### src/rtl/uart_rx.sv
// uart_rx: 8N1 oversampling UART receiver with valid/ready output, framing and overrun flags.
// Define UART_RX_PARITY_EN to receive an even-parity bit between the data and stop bits.
module uart_rx #(
    parameter int OVERSAMPLE = 8,
    parameter int DATA_BITS  = 8
) (
    input  logic                 rst,
    input  logic                 clk_50m,
    input  logic                 rx_clk,
    input  logic                 rxd,
    output logic [DATA_BITS-1:0] rx_data,
    output logic                 rx_valid,
    input  logic                 rx_ready,
    output logic                 frame_err,
    output logic                 overrun,
    output logic                 parity_err
);
    localparam int CW = $clog2(OVERSAMPLE);
    localparam int BW = DATA_BITS > 1 ? $clog2(DATA_BITS) : 1;
    localparam logic [CW-1:0] C_V0  = CW'(OVERSAMPLE/2-1);
    localparam logic [CW-1:0] C_V1  = CW'(OVERSAMPLE/2);
    localparam logic [CW-1:0] C_DEC = CW'(OVERSAMPLE/2+1);
    localparam logic [CW-1:0] C_END = CW'(OVERSAMPLE-1);
    localparam logic [BW-1:0] B_END = BW'(DATA_BITS-1);

    typedef enum logic [2:0] {IDLE, START, DATA, PARITY, STOP, BREAK} state_t;

    state_t               state_q, state_d;
    logic                 rxd_m_q, rxd_s_q, rxc_m_q, rxc_s_q, rxc_p_q;
    logic [CW-1:0]        cnt_q, cnt_d;
    logic [BW-1:0]        idx_q, idx_d;
    logic [1:0]           smp_q, smp_d;
    logic [DATA_BITS-1:0] sh_q, sh_d, rx_data_q;
    logic                 par_bad_q, par_bad_d;
    logic                 rx_valid_q, frame_err_q, overrun_q, parity_err_q;
    logic                 deliver, ferr_d, perr_d, tick, vote, dec;

    assign tick = rxc_s_q & ~rxc_p_q;
    assign vote = (smp_q[0] & smp_q[1]) | (smp_q[0] & rxd_s_q) | (smp_q[1] & rxd_s_q);
    assign dec  = cnt_q == C_DEC;

    always_ff @(posedge clk_50m or posedge rst)
        if (rst) begin
            {rxd_m_q, rxd_s_q} <= 2'b11;
            {rxc_m_q, rxc_s_q, rxc_p_q} <= 3'b000;
            state_q   <= IDLE;
            cnt_q     <= '0;
            idx_q     <= '0;
            smp_q     <= 2'b11;
            sh_q      <= '0;
            par_bad_q <= 1'b0;
        end else begin
            {rxd_m_q, rxd_s_q} <= {rxd, rxd_m_q};
            {rxc_m_q, rxc_s_q, rxc_p_q} <= {rx_clk, rxc_m_q, rxc_s_q};
            state_q   <= state_d;
            cnt_q     <= cnt_d;
            idx_q     <= idx_d;
            smp_q     <= smp_d;
            sh_q      <= sh_d;
            par_bad_q <= par_bad_d;
        end

    always_comb begin
        state_d   = state_q;
        cnt_d     = cnt_q;
        idx_d     = idx_q;
        smp_d     = smp_q;
        sh_d      = sh_q;
        par_bad_d = par_bad_q;
        deliver   = 1'b0;
        ferr_d    = 1'b0;
        perr_d    = 1'b0;
        if (tick) begin
            cnt_d    = cnt_q == C_END ? '0 : cnt_q + 1'b1;
            smp_d[0] = cnt_q == C_V0 ? rxd_s_q : smp_q[0];
            smp_d[1] = cnt_q == C_V1 ? rxd_s_q : smp_q[1];
            case (state_q)
                IDLE: if (!rxd_s_q) begin
                    state_d   = START;
                    cnt_d     = CW'(1);
                    par_bad_d = 1'b0;
                end
                START: if (dec && vote) state_d = IDLE;
                    else if (cnt_q == C_END) begin
                        state_d = DATA;
                        idx_d   = '0;
                    end
                DATA: begin
                    if (dec) sh_d = {vote, sh_q[DATA_BITS-1:1]};
                    if (cnt_q == C_END) begin
                        idx_d = idx_q + 1'b1;
`ifdef UART_RX_PARITY_EN
                        if (idx_q == B_END) state_d = PARITY;
`else
                        if (idx_q == B_END) state_d = STOP;
`endif
                    end
                end
`ifdef UART_RX_PARITY_EN
                PARITY: begin
                    if (dec && vote != ^sh_q) begin
                        perr_d    = 1'b1;
                        par_bad_d = 1'b1;
                    end
                    if (cnt_q == C_END) state_d = STOP;
                end
`endif
                // Leave mid-stop-bit so an immediately following start edge is not missed
                STOP: if (dec) begin
                    state_d = vote ? IDLE : BREAK;
                    deliver = vote & ~par_bad_q;
                    ferr_d  = ~vote;
                end
                BREAK: if (rxd_s_q) state_d = IDLE;
                default: state_d = IDLE;
            endcase
        end
    end

    always_ff @(posedge clk_50m or posedge rst)
        if (rst) begin
            rx_data_q    <= '0;
            rx_valid_q   <= 1'b0;
            frame_err_q  <= 1'b0;
            overrun_q    <= 1'b0;
            parity_err_q <= 1'b0;
        end else begin
            frame_err_q  <= ferr_d;
            parity_err_q <= perr_d;
            if (deliver && (!rx_valid_q || rx_ready)) begin
                rx_data_q  <= sh_q;
                rx_valid_q <= 1'b1;
            end else begin
                if (deliver) overrun_q <= 1'b1;
                if (rx_ready) rx_valid_q <= 1'b0;
            end
        end

    assign rx_data    = rx_data_q;
    assign rx_valid   = rx_valid_q;
    assign frame_err  = frame_err_q;
    assign overrun    = overrun_q;
    assign parity_err = parity_err_q;
endmodule
### config.mk
export PLATFORM = sky130hd
export DESIGN_NAME = uart_rx
export DESIGN_NICKNAME = d
export VERILOG_FILES = /design/src/rtl/uart_rx.sv
export SDC_FILE = /design/constraint.sdc
export NUM_CORES = 1
export LEC_CHECK = 0
export CAP_MARGIN = 20
export CELL_PAD_IN_SITES_DETAIL_PLACEMENT = 0
export CELL_PAD_IN_SITES_GLOBAL_PLACEMENT = 1
export CORE_ASPECT_RATIO = 0.9
export CORE_MARGIN = 3
export CORE_UTILIZATION = 40
export DETAILED_ROUTE_END_ITERATION = 6
export PLACE_DENSITY = 0.77
export SYNTH_ARGS = -nofsm -noshare
export SYNTH_HDL_FRONTEND = slang
export SYNTH_SLANG_ARGS = --single-unit
### constraint.sdc
create_clock -name clk_50m -period 1.8 [get_ports clk_50m]
set_input_delay 0.18 -clock clk_50m [delete_from_list [all_inputs] [get_ports clk_50m]]
set_output_delay 0.18 -clock clk_50m [all_outputs]
set_load 0.05 [all_outputs]
# After elaboration in Yosys (flattened, before gate mapping)
# Cells that the tools add are included.
dict set report totals {
  elab_cells 80
  ff_bits 35
  input_bits 5
}
dict set report op_classes {
  n_reduce_logical 13
  add_sub_neg 2
  eq_ne 17
  bitwise 9
  mux 24
}
# cell count
set ops {}
lappend ops {{two-way mux 3 bit} 14}
lappend ops {{== test 3 bit (second input constant)} 6}
lappend ops {{case mux 3 bit (5 select lines)} 1}
lappend ops {{inequality test 2 bit (second input constant)} 7}
lappend ops {{two-way mux 1 bit} 8}
lappend ops {{AND reduction 7 bit} 1}
lappend ops {{adder 3 x 1 -> 3 bit (second input constant)} 2}
lappend ops {{== test 3 x 2 -> 1 bit (second input constant)} 2}
lappend ops {{case mux 3 bit (2 select lines)} 1}
lappend ops {{AND reduction 2 bit} 3}
lappend ops {{AND reduction 5 bit} 1}
lappend ops {{bitwise AND 1 bit} 4}
lappend ops {{nonzero test 2 bit} 2}
lappend ops {{== test 3 x 1 -> 1 bit (second input constant)} 1}
lappend ops {{zero test 3 bit} 1}
lappend ops {{inequality test 3 bit (second input constant)} 1}
lappend ops {{NOT 1 bit} 3}
lappend ops {{AND reduction 3 bit} 1}
lappend ops {{logical AND 1 bit} 2}
lappend ops {{bitwise OR 1 bit} 2}
lappend ops {{zero test 1 bit} 1}
lappend ops {{logical OR 1 bit} 1}

# Logic depth before layout (Yosys ltp)
dict set report depth {
  ltp_word 9
  mapped_depth 8
}

# Worst setup path before layout
# No wires, ideal clock.
dict set report synth_timing {
  path_type {register to register}
  startpoint {register cnt_q[0]}
  endpoint {register idx_q[0]}
  arrival_time_ps 1570
  period_less_slack_ps 1696
  stages_incl_launch_ff 7
  path_slack_ps 104
  cell_sequence {dfrtp_1 > ha_1 > and2_1 > clkbuf_1 > a211o_1 > a21o_1 > mux2_4}
}
dict set report synth_between {
  elab_chain_cells 4
  word_cells_on_any_way 7
}
# element line_no
set synth_rtl {}
lappend synth_rtl {{start: declaration} 30} ;# logic [CW-1:0] cnt_q, cnt_d;
lappend synth_rtl {{start signal: assignment} 56} ;# cnt_q <= cnt_d;
lappend synth_rtl {{== test 3 bit} 40} ;# assign dec = cnt_q == C_DEC;
lappend synth_rtl {{logical AND 1 bit} 83} ;# START: if (dec && vote) state_d = IDLE;
lappend synth_rtl {{inequality test 2 bit (no line)} --}
lappend synth_rtl {{AND reduction 5 bit (no line) *} --}
lappend synth_rtl {{end signal: assignment} 57} ;# idx_q <= idx_d;
lappend synth_rtl {{end: declaration} 31} ;# logic [BW-1:0] idx_q, idx_d;
# Mark *: on every way between the ends. The rest lies on a longest branch, timed or not.
# A chain may end at the register's enable or synchronous reset.

# Final worst setup path
dict set report layout_timing {
  startpoint {register rxd_s_q}
  endpoint {register rx_data_q[6] (netlist: rx_data[6])}
}
dict set report layout_between {
  elab_chain_cells 7
  word_cells_on_any_way 8
}
# element line_no
set layout_rtl {}
lappend layout_rtl {{start: declaration} 29} ;# logic rxd_m_q, rxd_s_q, rxc_m_q, rxc_s_q, rxc_p_q;
lappend layout_rtl {{start signal: assignment} 53} ;# {rxd_m_q, rxd_s_q} <= {rxd, rxd_m_q};
lappend layout_rtl {{bitwise AND 1 bit} 39} ;# assign vote = (smp_q[0] & smp_q[1]) | (smp_q[0] & rxd_s_q) | (smp_q[1] & rxd_s_q);
lappend layout_rtl {{bitwise OR 1 bit} 39}
lappend layout_rtl {{bitwise OR 1 bit *} 39}
lappend layout_rtl {{two-way mux 1 bit *} 109} ;# STOP: if (dec) begin
lappend layout_rtl {{two-way mux 1 bit *} 77} ;# case (state_q)
lappend layout_rtl {{two-way mux 1 bit *} 73} ;# if (tick) begin
lappend layout_rtl {{logical AND 1 bit *} 130} ;# if (deliver && (!rx_valid_q || rx_ready)) begin
lappend layout_rtl {{end signal: assignment} 131} ;# rx_data_q <= sh_q;
lappend layout_rtl {{end: declaration} 33} ;# logic [DATA_BITS-1:0] sh_q, sh_d, rx_data_q;
# Marked as above.

==> metrics <==
area share of the largest cell type after synthesis 0.503; fin. max-slew vios 0; initial antenna violation count 0; Placed Instances 180; Worst-path clk slew 0.06 ns; diode count 0; Buf/Inv on CP 1; worst slew pin tran 0.632 ns; switching pwr 0.494 mW; Residual DRC 0; CTS Hold Bufs 0; Yosys cell types 36; Syn Std Cell Area 1540 um^2; First DRT Iteration DRCs 40; Top delay family on crit path flip-flops; die width 71.4 um; Post-Syn Nets 131; H-tree Lvls 2; sw frac 0.271; Initial Utilization 0.437; syn_area_per_cell 13.0 um^2; Final period util 0.933; Ys Warns 0; setup TNS 0 ns; die height 64.9 um; number of synthesized flops with an enable pin 0; post-layout utilization of the core 0.529; Async S/R FF share, synth 1.00; Startpoint Class flop; crit path kind flop to flop; Nets 155; WHS 0.295 ns; largest net degree at the start of global routing 36; total power 1.82 mW; WL/cell 13.3 um; ratio of cells with drive above 1 in the final layout 0.313; post-synth top area cell dfrtp_1; Post-CTS Setup Bufs 0; sequential element share of the synthesized area 0.571; Hold Crit Class input pin to asynchronous set/reset pin; CP arrival 1.84 ns; Pleak 0.905 nW; hpwl dp 1.85 mm; DRT Pass-1 Iters 4; Synth Register Bits 35; ranking of synthesized cells by area dfrtp_1 50%, mux2_2 13%, dfstp_2 6.8%, ha_1 5.7%, inv_1 1.5%; FP Rows 20; Critical Path RT 1.96 ns; CTS Buf Count 5; I/O pin count 17; Power per Cell Area 978 nW/um^2; final period demand of the worst path 1.68 ns; RSZ-0062 raised after global routing no; top_reg_cell synth dfrtp_1; Critical-path top delay cell dfstp_2; first-pass GRT wire length 4.54 mm; DR vias/cell 5.10; worst vdd ir 0.472 mV; Max stage delay on crit path 0.59 ns; critical path endpoint category flop; CTS sink count 35; Max Root-Sink Buffers 2; DRT antenna net count 0; GP Congestion 0.877; vias in the first global route 961; GR Util All Layers 0.127; Comb power frac 0.186; die area 4640 um^2; Setup-failing EPs final 0; vias after detailed routing 958; critical path, cell by cell maj3_4, nand4_1, nand2b_1, buf_4, mux2_2; GRT overflow 0; CTS root buf clkbuf_8; internal power 1.33 mW; Total Wirelength 2.50 mm; worst skew pair latency 0.28 ns; number of port buffers 15; Clock Power Share 0.310; area delta synth->final 21.0%; fin cells 188; Resize count post-CTS 0; Final Hold Viols 0; number of max-cap violations 0; core area 3530 um^2; fillers 311; Seq pwr share 0.504; outcome finished, final reports clean; CTS tree done; Fmax 596 MHz; clk_skew 0.00507 ns; CP max FO 7; max_slew headroom 0.573; Post-Synthesis Cells 119
==> routing by layer <==
metal / track usage / share of wire
met1: 0.169 / 0.47
met2: 0.179 / 0.45
met3: 0.0512 / 0.050
met4: 0.0610 / 0.021
met5: 0 / 0
==> layout by cell type (no fill, tap or decap), drive strengths merged <==
| cell | instances |
|---|---|
| ha | 7 |
| clkbuf | 7 |
| dfstp | 4 |
| nand3b | 1 |
| nand3 | 2 |
| nor2b | 1 |
| a211oi | 1 |
| clkdlybuf4s50 | 15 |
| a21o | 3 |
| dfrtp | 31 |
| mux2 | 19 |
| a22o | 2 |
| conb | 1 |
| a211o | 1 |
| o41ai | 1 |
| maj3 | 1 |
| o31ai | 3 |
| and2 | 1 |
| nand4 | 2 |
| o21bai | 1 |
| nor3 | 1 |
| a2111oi | 1 |
| o22ai | 1 |
| buf | 9 |
| inv | 6 |
| a21oi | 2 |
| clkinv | 1 |
| nor3b | 2 |
| nor2 | 6 |
| nand2b | 3 |
| o21ai | 4 |
| nand2 | 3 |
| o32ai | 1 |
==> Yosys cell counts (all sizes together), types with 2 or more instances <==
| library cell | number |
|---|---|
| o21ai | 4 |
| dfrtp | 31 |
| o31ai | 3 |
| nand2 | 3 |
| a21oi | 2 |
| nor2 | 6 |
| inv | 6 |
| nand4 | 2 |
| dfstp | 4 |
| nand2b | 3 |
| a22o | 2 |
| ha | 7 |
| nand3 | 2 |
| nor3b | 2 |
| a21o | 3 |
| mux2 | 19 |
| buf | 6 |
==> sequential cells by signal, indices dropped and copies added, names as in the netlist <==
| name | count |
|---|---|
| sh_q | 8 |
| rxc_m_q | 1 |
| rxc_s_q | 1 |
| rxd_m_q | 1 |
| rx_data | 8 |
| cnt_q | 3 |
| frame_err | 1 |
| state_q | 3 |
| rxd_s_q | 1 |
| idx_q | 3 |
| overrun | 1 |
| rx_valid | 1 |
| smp_q | 2 |
| rxc_p_q | 1 |
==> path summary, 6_finish.rpt <==
check / startpoint / end / slack [ns] / cells past startpoint
min reg2reg: rxc_m_q / rxc_s_q / 0.35 / 0
min in group clk_50m: rxd / rxd_m_q / 0.31 / 1
min: rst / rx_data[6] / 0.30 / 3
max reg2reg: rxd_s_q / rx_data[6] / 0.12 / 5
max in group asynchronous: rst / smp_q[0] / 1.17 / 3
max: rxd_s_q / rx_data[6] / 0.12 / 5
==> worst register-to-register path, delay by kind of cell, from the launching register on <==
kind	cells	cell delay (ns)
flip-flops	1	0.59
AND/OR/NAND/NOR	2	0.32
multiplexers	1	0.27
adder cells (fa/ha/maj)	1	0.23
buffers and inverters	1	0.17
==> cell type report <==
class,count,area (um^2),area share
sequential,35,881,0.472
multi-input combinational,71,598,0.321
timing repair buffer,24,218,0.117
clock buffer,7,86.3,0.0463
tap,44,55.1,0.0295
inverter,6,22.5,0.0121
clock inverter,1,5.00,0.00268
==> power by group through the flow <==
stage	Clock (mW)	Combinational, mW	Sequential (mW)
CTS	0.590	0.334	0.919
detailed placement	0	0.334	0.934
finish	0.565	0.340	0.919
global placement	0	0.314	0.929
floorplan	0	0.262	0.916
global route	0.645	0.384	0.929
==> through the flow <==
step / setup WS [ns] / cell area [um^2]
finish: 0.121 / 1870
global route: 0.0442 / 1870
CTS: 0.0663 / 1860
detailed placement: 0.0819 / 1770
global placement: 0.118 / 1770
floorplan: 0.104 / 1540
==> cell families (layout without fill, tap and decap cells) <==
group / count (synthesis) / count (layout) / share of synthesized area
adder cells (fa/ha/maj): 8 / 8 / 0.0657
multiplexers: 19 / 19 / 0.141
other: 1 / 1 / 0.00243
AO/OA/AOI/OAI: 21 / 21 / 0.0990
AND/OR/NAND/NOR: 22 / 22 / 0.0779
flip-flops: 35 / 35 / 0.571
buffers and inverters: 13 / 38 / 0.0422
Power figures use the tool's default switching activity.
